--- src/rtl/update_sequencer.sv ---
// update_sequencer: buffers HPS edge-weight updates written over Avalon and
// feeds them one at a time to the arbitrage Container with a start/done
// handshake.
// Optional build macro: UPD_TIMEOUT_EN enables the WAIT watchdog
// (TIMEOUT_CYCLES) and the sticky timeout status bit.
module update_sequencer #(
    parameter int PRED_BITS      = 5,
    parameter int WEIGHT_BITS    = 32,
    parameter int DEPTH          = 8,
    parameter int TIMEOUT_CYCLES = 4096
) (
    input  logic                   clk,
    input  logic                   reset,
    input  logic                   chipselect,
    input  logic                   write,
    input  logic                   read,
    input  logic [2:0]             address,
    input  logic [WEIGHT_BITS-1:0] writedata,
    output logic [WEIGHT_BITS-1:0] readdata,
    output logic [PRED_BITS-1:0]   upd_src,
    output logic [PRED_BITS-1:0]   upd_dst,
    output logic [WEIGHT_BITS-1:0] upd_e,
    output logic                   upd_start,
    input  logic                   upd_done,
    output logic                   busy
);
    localparam int AW = $clog2(DEPTH);
    localparam int CW = AW + 1;

    // Elaboration-time parameter sanity check
    if (TIMEOUT_CYCLES < 1 || DEPTH < 2 || (DEPTH & (DEPTH - 1)) != 0 ||
        WEIGHT_BITS < 2 * PRED_BITS || WEIGHT_BITS < 16) begin : g_param_check
        $error("update_sequencer: illegal parameter combination");
    end

    typedef enum logic [1:0] {IDLE, ISSUE, WAIT} state_t;

    typedef struct packed {
        logic [PRED_BITS-1:0]   src;
        logic [PRED_BITS-1:0]   dst;
        logic [WEIGHT_BITS-1:0] e;
    } entry_t;

    state_t                 state;
    entry_t                 mem [DEPTH];
    logic [AW-1:0]          wptr, rptr;
    logic [CW-1:0]          count;
    logic [PRED_BITS-1:0]   stg_src, stg_dst;
    logic                   ovf_flag, to_flag;
    logic [WEIGHT_BITS-1:0] status;

    logic wr_en, do_stage, do_commit, flush, clr;
    logic full, empty, pop, push, drop, to_hit;

    assign wr_en     = chipselect && write;
    assign do_stage  = wr_en && (address == 3'd0);
    assign do_commit = wr_en && (address == 3'd1);
    assign flush     = wr_en && (address == 3'd3) && writedata[0];
    assign clr       = wr_en && (address == 3'd3) && writedata[1];

    assign full  = (count == CW'(DEPTH));
    assign empty = (count == '0);
    // A flush empties the head too, so it also suppresses this cycle's pop.
    assign pop   = (state == IDLE) && !empty && !flush;
    // A pop in the same cycle frees the slot a full FIFO needs.
    assign push  = do_commit && (!full || pop) && !flush;
    // A commit discarded by a flush is not an overflow.
    assign drop  = do_commit && full && !pop && !flush;

`ifdef UPD_TIMEOUT_EN
    localparam int TW = $clog2(TIMEOUT_CYCLES + 1);
    logic [TW-1:0] wait_cnt;

    // Count cycles spent in WAIT; restarts on every entry from ISSUE
    always_ff @(posedge clk) begin
        if (reset)
            wait_cnt <= '0;
        else if (state == ISSUE)
            wait_cnt <= '0;
        else if (state == WAIT)
            wait_cnt <= wait_cnt + TW'(1);
    end

    // Limit hit this cycle; a coincident upd_done counts as completion
    assign to_hit = (state == WAIT) && !upd_done &&
                    (wait_cnt == TW'(TIMEOUT_CYCLES - 1));
`else
    assign to_hit = 1'b0;
`endif

    // Staged node indices, reused by every subsequent commit
    always_ff @(posedge clk) begin
        if (reset) begin
            stg_src <= '0;
            stg_dst <= '0;
        end else if (do_stage) begin
            stg_src <= writedata[2*PRED_BITS-1:PRED_BITS];
            stg_dst <= writedata[PRED_BITS-1:0];
        end
    end

    // FIFO storage; contents need no reset since count gates every read
    always_ff @(posedge clk) begin
        if (push)
            mem[wptr] <= '{src: stg_src, dst: stg_dst, e: writedata};
    end

    // FIFO pointers and occupancy
    always_ff @(posedge clk) begin
        if (reset || flush) begin
            wptr  <= '0;
            rptr  <= '0;
            count <= '0;
        end else begin
            if (push) wptr <= wptr + AW'(1);
            if (pop)  rptr <= rptr + AW'(1);
            count <= count + CW'(push) - CW'(pop);
        end
    end

    // Issue FSM with registered handshake outputs
    always_ff @(posedge clk) begin
        if (reset) begin
            state     <= IDLE;
            upd_src   <= '0;
            upd_dst   <= '0;
            upd_e     <= '0;
            upd_start <= 1'b0;
            busy      <= 1'b0;
        end else begin
            case (state)
                IDLE: begin
                    if (pop) begin
                        upd_src   <= mem[rptr].src;
                        upd_dst   <= mem[rptr].dst;
                        upd_e     <= mem[rptr].e;
                        upd_start <= 1'b1;
                        busy      <= 1'b1;
                        state     <= ISSUE;
                    end
                end
                ISSUE: begin
                    upd_start <= 1'b0;
                    state     <= WAIT;
                end
                WAIT: begin
                    if (upd_done || to_hit) begin
                        busy  <= 1'b0;
                        state <= IDLE;
                    end
                end
                default: begin
                    upd_start <= 1'b0;
                    busy      <= 1'b0;
                    state     <= IDLE;
                end
            endcase
        end
    end

    // Sticky flags; a set in the same cycle as a clear wins
    always_ff @(posedge clk) begin
        if (reset) begin
            ovf_flag <= 1'b0;
            to_flag  <= 1'b0;
        end else begin
            if (drop)     ovf_flag <= 1'b1;
            else if (clr) ovf_flag <= 1'b0;
            if (to_hit)   to_flag  <= 1'b1;
            else if (clr) to_flag  <= 1'b0;
        end
    end

    // Status word assembled from current-cycle state
    always_comb begin
        status       = '0;
        status[7:0]  = 8'(count);
        status[8]    = busy;
        status[9]    = ovf_flag;
        status[10]   = to_flag;
    end

    // Read port, latency 1; unmapped addresses return zero
    always_ff @(posedge clk) begin
        if (reset)
            readdata <= '0;
        else if (chipselect && read && (address == 3'd2))
            readdata <= status;
        else
            readdata <= '0;
    end

endmodule

--- config.mk ---
export PLATFORM = sky130hd
export DESIGN_NAME = update_sequencer
export DESIGN_NICKNAME = d
export VERILOG_FILES = /design/src/rtl/update_sequencer.sv
export SDC_FILE = /design/constraint.sdc
export NUM_CORES = 1
export LEC_CHECK = 0
export ABC_AREA = 0
export CAP_MARGIN = 25
export CORE_MARGIN = 4
export CORE_UTILIZATION = 52
export CTS_BUF_LIST = sky130_fd_sc_hd__clkbuf_4 sky130_fd_sc_hd__clkbuf_8
export CTS_CLUSTER_DIAMETER = 200
export DETAILED_ROUTE_END_ITERATION = 8
export GPL_ROUTABILITY_DRIVEN = 0
export GPL_TIMING_DRIVEN = 0
export PLACE_DENSITY = 0.86
export SLEW_MARGIN = 0
export SYNTH_ARGS = -nofsm -noshare
export SYNTH_HDL_FRONTEND = slang
export SYNTH_SLANG_ARGS = --single-unit
--- constraint.sdc ---
create_clock -name clk -period 6.79 [get_ports clk]
set_clock_uncertainty 0.1 [all_clocks]
set_input_delay 1.0185 -clock clk [delete_from_list [all_inputs] [get_ports clk]]
set_output_delay 1.0185 -clock clk [all_outputs]
set_load 0.005 [all_outputs]
==> results of run 1 <==
cell type report:
cell class                 count  area share
multi-input combinational    375       0.192
clock buffer                  80      0.0533
tap                          384      0.0259
sequential                   409       0.623
buffer                        73      0.0229
timing repair buffer         128      0.0694
clock inverter                34      0.0111
inverter                      10     0.00203
cell families (layout without fill, tap and decap cells):
logic type                 Yosys count  after routing  synth area share
DFF                                409            409             0.748
and+or+nand+nor                    183            183            0.0503
muxes                               96             96             0.130
buffers and inverters               83            325            0.0299
AOI/OAI and AO/OA                   57             57            0.0307
adders and majority gates            9              9           0.00778
xor gates and xnor gates             4              4           0.00227
other                                1             26          0.000243
critical path: stages:
cell and delay, ns:
clkdlybuf4s50_1 0.63, and2_1 0.28, a21o_1 0.21, inv_2 0.16, buf_2 0.33, ha_1 0.30
inv_1 0.05, ha_1 0.16, inv_1 0.06, fa_1 0.40, xor2_1 0.15, nor2_1 0.06
cell usage after synthesis (2+ instances only):
cell,n,area [um^2]
a21o_1,3,22.5
a21oi_1,6,30.0
a311oi_1,42,368
and2_1,5,31.3
buf_1,6,22.5
buf_2,9,45.0
buf_4,37,278
clkbuf_1,21,78.8
dfxtp_1,73,1460
edfxtp_1,336,10100
ha_1,8,100
inv_1,7,26.3
inv_2,2,7.51
mux2i_1,12,120
mux4_2,84,1890
nand2_1,91,342
nand4b_1,2,17.5
nor2_1,64,240
nor3_1,3,15.0
nor3b_1,4,30.0
nor4_1,5,31.3
nor4b_1,2,17.5
xnor2_1,2,17.5
xor2_1,2,17.5
placed cells by master, fill, tap and decap left out, types with 3 or more instances in the layout:
cell             netlist  routed
buf_4                 37      55
nor2_1                64      63
buf_6                  0      16
a21o_1                 3       3
clkbuf_4               0      18
nor4_1                 5       4
clkbuf_1              21      21
clkbuf_8               0      62
inv_1                  7       7
dfxtp_1               73      73
a21oi_1                6       6
buf_1                  6       6
buf_8                  0       4
and2_1                 5       5
conb_1                 1      26
clkinv_1               1      21
buf_2                  9       9
nand2_1               91      91
edfxtp_1             336     336
a311oi_1              42      42
clkdlybuf4s50_1        0      89
mux2i_1               12      12
ha_1                   8       8
mux4_2                84      84
clkinv_2               0       9
registers in the layout, summed over array words and instances, names as in the netlist:
name,count
upd_dst,5
stg_src,5
readdata,6
state,2
upd_e,32
count,4
busy,1
mem,336
rptr,3
upd_start,1
upd_src,5
stg_dst,5
ovf_flag,1
wptr,3
routing by layer:
layer / up-vias / GRT usage / part of all wire
li1: 3715 / - / -
met3: 92 / 0.0486 / 0.097
met5: - / 0 / 0.00038
met4: 2 / 0.0747 / 0.031
met1: 4340 / 0.275 / 0.38
met2: 487 / 0.341 / 0.49
stage by stage:
stage | cell area [um^2] | setup WS, ns | util | hold WS (ns) | TNS, ns
floorplan | 15500 | 0.0802 | - | 0.343 | 0
CTS | 18500 | 3.37 | 0.639 | 0.388 | 0
detailed placement | 17300 | 2.75 | 0.598 | 0.378 | 0
global route | 18500 | 3.21 | 0.639 | 0.418 | 0
finish | 18500 | 3.32 | 0.639 | 0.387 | 0
global placement | 16900 | -4.57 | 0.583 | 0.366 | -861.44
power groups by stage:
stage,logic (mW),clock network (mW),registers [mW]
3_5_place_dp,1.62,0,2.98
2_1_floorplan,1.04,0,2.95
3_3_place_gp,1.56,0,2.98
6_report,1.60,1.92,2.93
4_1_cts,1.62,1.95,2.93
5_1_grt,1.74,2.08,2.94
how the worst min path moves through the flow:
stage                                startpoint                endpoint  slack (ns)
after floorplan             count[3]$_SDFF_PP0_  readdata[3]$_SDFF_PP0_        0.34
after global placement      count[3]$_SDFF_PP0_  readdata[3]$_SDFF_PP0_        0.37
after detailed placement    count[3]$_SDFF_PP0_  readdata[3]$_SDFF_PP0_        0.38
after CTS                   count[3]$_SDFF_PP0_  readdata[3]$_SDFF_PP0_        0.39
after global routing      upd_e[3]$_SDFFE_PP0P_   upd_e[3]$_SDFFE_PP0P_        0.42
final                       count[3]$_SDFF_PP0_  readdata[3]$_SDFF_PP0_        0.39
==> results.md, run 1 <==
* Min Tclk post-route at 3.47 ns
* Area delta synth->final at 20.1%
* Average wire per standard cell at 22.8 um
* CP startpoint: writedata[0]
* Drt via density at 5.78
* WP data arrival at 3.81 ns
* Root Buffer: clkbuf_8
* Num CTS Buffers at 61
* CTS tree: yes
* Vias in the first global route at 8808
* Seq/Total Area, Yosys at 0.748
* RSZ-0062 raised after global routing: false
* Post-DP HPWL at 22600 um
* Async SR Flop Fraction at 0
* Worst slew margin at 0.379
* Placed cell count at 1379
* Share of layout cells above drive strength 1 at 0.248
* Initial antenna violation count at 1
* Setup CP Type: in -> reg
* IO buf count at 89
* Post-CTS setup buffer count at 0
* Synthesized area at 15400 um^2
* Reg-to-Reg Start: count[2]$_SDFF_PP0_
* Avg Cell Area, Syn at 18.3 um^2
* Cells on worst reg2reg path at 10
* Register area at 11600 um^2
* Clk slew on worst S/H paths at 0.06 ns
* # setup viols final at 0
* Crit path launch type: input port
* Yosys warnings at 0
* Post-CTS Resized at 0
* Maximum Capacitance Violations at 0
* Vias at 8636
* EDFF count, synth at 336
* CP Max Fanout at 10
* Pwr/cell area at 349 nW/um^2
* Detail Route Antenna Nets at 0
* Clk buf depth at 3
* Least-Margin Pin Slew at 0.926 ns
* Pin count of the biggest net entering global routing at 24
* Fillers at 1941
* GRT Residual Overflow at 0
* # IOs at 117
* Fin. Hold Viols at 0
* CP required at 7.14 ns
* Die height at 180 um
* First-pass GRT wire length at 51800 um
* Combinational Power Share at 0.248
* CTS sink count at 409
* Clock latency on the worst-skew pair at 0.60 ns
* Hold WC Path Type: reg -> reg
* Worst Hold Depth at 2
* Leakage at 6.28 nW
* Clock Power Share at 0.298
* CTS HTree Levels at 2
* Initial core utilization at 0.532
* Top_reg_cell synth: edfxtp_1
* Non-Filler Instances at 1493
* DRT Pass-1 Iters at 5
* Footprint of the multi-input gates at 3560 um^2
* Period utilization at 0.510
* Placeable Area at 29000 um^2
* N_diodes at 0
* Worst setup path endpoint: count[2]$_SDFF_PP0_
* Fmax at 289 MHz
* GRT Overall Usage at 0.208
* Peak supply drop at 0.219 mV
* Sw frac at 0.282
* Post-synthesis cell count at 842
* Flops & latches, synth at 409
* R2R setup slack at 3.66 ns
* Max-slew violations at 0
* # DRC at 0
* Status: completed
* Int Pwr at 4.64 mW
* Initial drt markers at 833
* CP Capture Type: flop
* Net Sw Power at 1.82 mW
* Final Power at 6.46 mW
* Critical R2R Capture: mem[2][37]$_DFFE_PP_
* Cell variety after synth at 40
* Die footprint at 32500 um^2
* CTS Hold Bufs at 0
* Sequential share of power at 0.454
* Rows at 62
* Final net count at 1108
* Post-Route WL at 34000 um
* Horiz. Die Dim at 180 um
Note: power is estimated with default switching activity, not from simulation.
==> run 2, diff against run 1 <==
PLACE_DENSITY = 0.83   (was 0.86)
clock period = 3.5 ns   (was 6.79 ns; I/O delays follow)
==> run 2 against run 1 <==
  * Final cell count down 0.27%
  * First-iteration DRC count grew 20%
  * Via count down 1.0%
  * Critical path type is now reg -> reg
  * Critical endpoint is now count[3]$_SDFF_PP0_
  * Largest cell class unchanged
  * Largest power group unchanged
==> results.md, run 2 (synthesized netlist as in run 1, its figures left out) <==
* Vias in the first global route at 8912 (was 8808)
* Detail Route Antenna Nets at 0 (unchanged)
* Rows at 62 (unchanged)
* Share of layout cells above drive strength 1 at 0.258 (was 0.248)
* Commonest non-fill, non-tap cells in the layout: edfxtp_1 (336), nand2_1 (91), clkdlybuf4s50_1 (89), mux4_2 (84), clkbuf_8 (74) (was edfxtp_1 (336), nand2_1 (91), clkdlybuf4s50_1 (89), mux4_2 (84), dfxtp_1 (73))
* WP data arrival at 3.65 ns (was 3.81 ns)
* Hold WC Path Type: reg -> reg (unchanged)
* Placed cell count at 1366 (was 1379)
* Horiz. Die Dim at 180 um (unchanged)
* CTS tree: yes (unchanged)
* Final net count at 1102 (was 1108)
* Crit path launch type: flop (was input port)
* Die footprint at 32500 um^2 (unchanged)
* Max reg flops at 336 (unchanged)
* DP Area at 17400 um^2 (was 17300 um^2)
* Setup CP Type: reg -> reg (was in -> reg)
* Vias at 8548 (was 8636)
* Leakage at 6.37 nW (was 6.28 nW)
* # DRC at 0 (unchanged)
* GRT Overall Usage at 0.212 (was 0.208)
* Area delta synth->final at 22.2% (was 20.1%)
* Min Tclk post-route at 3.33 ns
* Post-Route WL at 34500 um (was 34000 um)
* Max-slew violations at 0 (unchanged)
* Clock latency on the worst-skew pair at 0.57 ns (was 0.60 ns)
* RSZ-0062 raised after global routing: false (unchanged)
* Initial core utilization at 0.532 (unchanged)
* CP required at 3.82 ns (was 7.14 ns)
* Fillers at 1867 (was 1941)
* Post-CTS setup buffer count at 0 (unchanged)
* Maximum Capacitance Violations at 0 (unchanged)
* Worst slew margin at 0.455 (was 0.379)
* Initial antenna violation count at 0 (was 1)
* Post-DP HPWL at 22100 um (was 22600 um)
* # setup viols final at 0 (unchanged)
* Fin. Hold Viols at 0 (unchanged)
* Most common cell after layout, fill and taps aside: edfxtp_1 (unchanged)
* Status: completed (unchanged)
* Pin count of the biggest net entering global routing at 17 (was 24)
* Average wire per standard cell at 23.2 um (was 22.8 um)
* GRT Residual Overflow at 0 (unchanged)
* IO buf count at 89 (unchanged)
* Reg with most FFs: mem (unchanged)
* CTS HTree Levels at 3 (was 2)
* Peak supply drop at 0.462 mV (was 0.219 mV)
* Drt via density at 5.74 (was 5.78)
* Root Buffer: clkbuf_8 (unchanged)
* DRT Pass-1 Iters at 5 (unchanged)
* CTS sink count at 409 (unchanged)
* Design Area, Final at 18900 um^2 (was 18500 um^2)
* Clk buf depth at 3 (unchanged)
* Initial drt markers at 999 (was 833)
* Pwr/cell area at 697 nW/um^2 (was 349 nW/um^2)
* N_diodes at 0 (unchanged)
* Non-Filler Instances at 1489 (was 1493)
* Worst hold slack at 0.381 ns (was 0.387 ns)
* # IOs at 117 (unchanged)
* CP Capture Type: flop (unchanged)
* Placeable Area at 29000 um^2 (unchanged)
* Clk slew on worst S/H paths at 0.06 ns (about the same)
* Period utilization at 0.951
* Fmax at 300 MHz
* Die height at 180 um (unchanged)
* Biggest regs: mem x336, upd_e x32, readdata x6 (unchanged)
* CTS Hold Bufs at 0 (unchanged)
* Post-CTS Resized at 0 (unchanged)
* Least-Margin Pin Slew at 0.812 ns (was 0.926 ns)
* Final Power at 13.2 mW (was 6.46 mW)
* Num CTS Buffers at 67 (was 61)
* First-pass GRT wire length at 52500 um (was 51800 um)
* CP Max Fanout at 10 (unchanged)
==> run 2: cell count changes in the layout (fill, tap and decap cells not counted), moves of 5 or more <==
| cell | before | now |
|---|---|---|
| buf_4 | 55 | 38 |
| clkinv_1 | 21 | 7 |
| buf_8 | 4 | 16 |
| clkbuf_8 | 62 | 74 |
| buf_6 | 16 | 5 |
| buf_16 | 0 | 5 |
==> run 2: per-layer routing <==
| layer | share of wire | track usage | up-vias |
|---|---|---|---|
| met1 | 0.37 | 0.278 | 4297 |
| li1 | - | - | 3690 |
| met2 | 0.50 | 0.350 | 475 |
| met3 | 0.088 | 0.0446 | 86 |
| met5 | 0 | 0 | - |
| met4 | 0.034 | 0.0838 | 0 |
==> run 2: critical path: stages, from the launching register on <==
cell and delay, ns:
dfxtp_1 0.35, inv_1 0.08, ha_1 0.20, nor3b_1 0.15, or2_1 0.29, a21o_1 0.24
inv_2 0.16, buf_2 0.33, ha_1 0.27, inv_1 0.07, ha_1 0.27, a21o_1 0.18
a21oi_1 0.23, xnor2_1 0.18, nor2_1 0.08
==> run 2: report_power, final <==
part | leakage, nW | internal, mW | switching, mW | total, mW
registers | 3.69 | 5.50 | 0.199 | 5.69
clock network | 0.755 | 2.48 | 1.83 | 4.32
logic | 1.92 | 1.51 | 1.63 | 3.14
==> run 2: worst paths after layout <==
| path | from | to | slack, ns | cells after the start |
|---|---|---|---|---|
| max | count[3]$_SDFF_PP0_ | count[3]$_SDFF_PP0_ | 0.17 | 14 |
| max reg2reg | count[3]$_SDFF_PP0_ | count[3]$_SDFF_PP0_ | 0.17 | 14 |
| min reg2reg | upd_start$_SDFFE_PP0P_ | upd_start$_SDFFE_PP0P_ | 0.38 | 2 |
| min | upd_start$_SDFFE_PP0P_ | upd_start$_SDFFE_PP0P_ | 0.38 | 2 |
==> run 2: layout make-up <==
class,count,area [um^2],area share
clock inverters,27,244,0.0129
multi-input cells,375,3610,0.192
clock buffers,95,1180,0.0624
plain buffers,73,424,0.0225
well taps,384,480,0.0255
inverters,10,37.5,0.00199
repair buffers,116,1330,0.0707
flip-flops and latches,409,11600,0.612
==> run 2: per-stage QoR <==
step                      setup WS, ns  TNS, ns   util
final                            0.172        0  0.650
after global routing            0.0135        0  0.650
after CTS                        0.114        0  0.650
after detailed placement        -0.242    -5.30  0.601
after global placement           -2.26  -589.99  0.585
after floorplan                 -0.135   -14.90      -
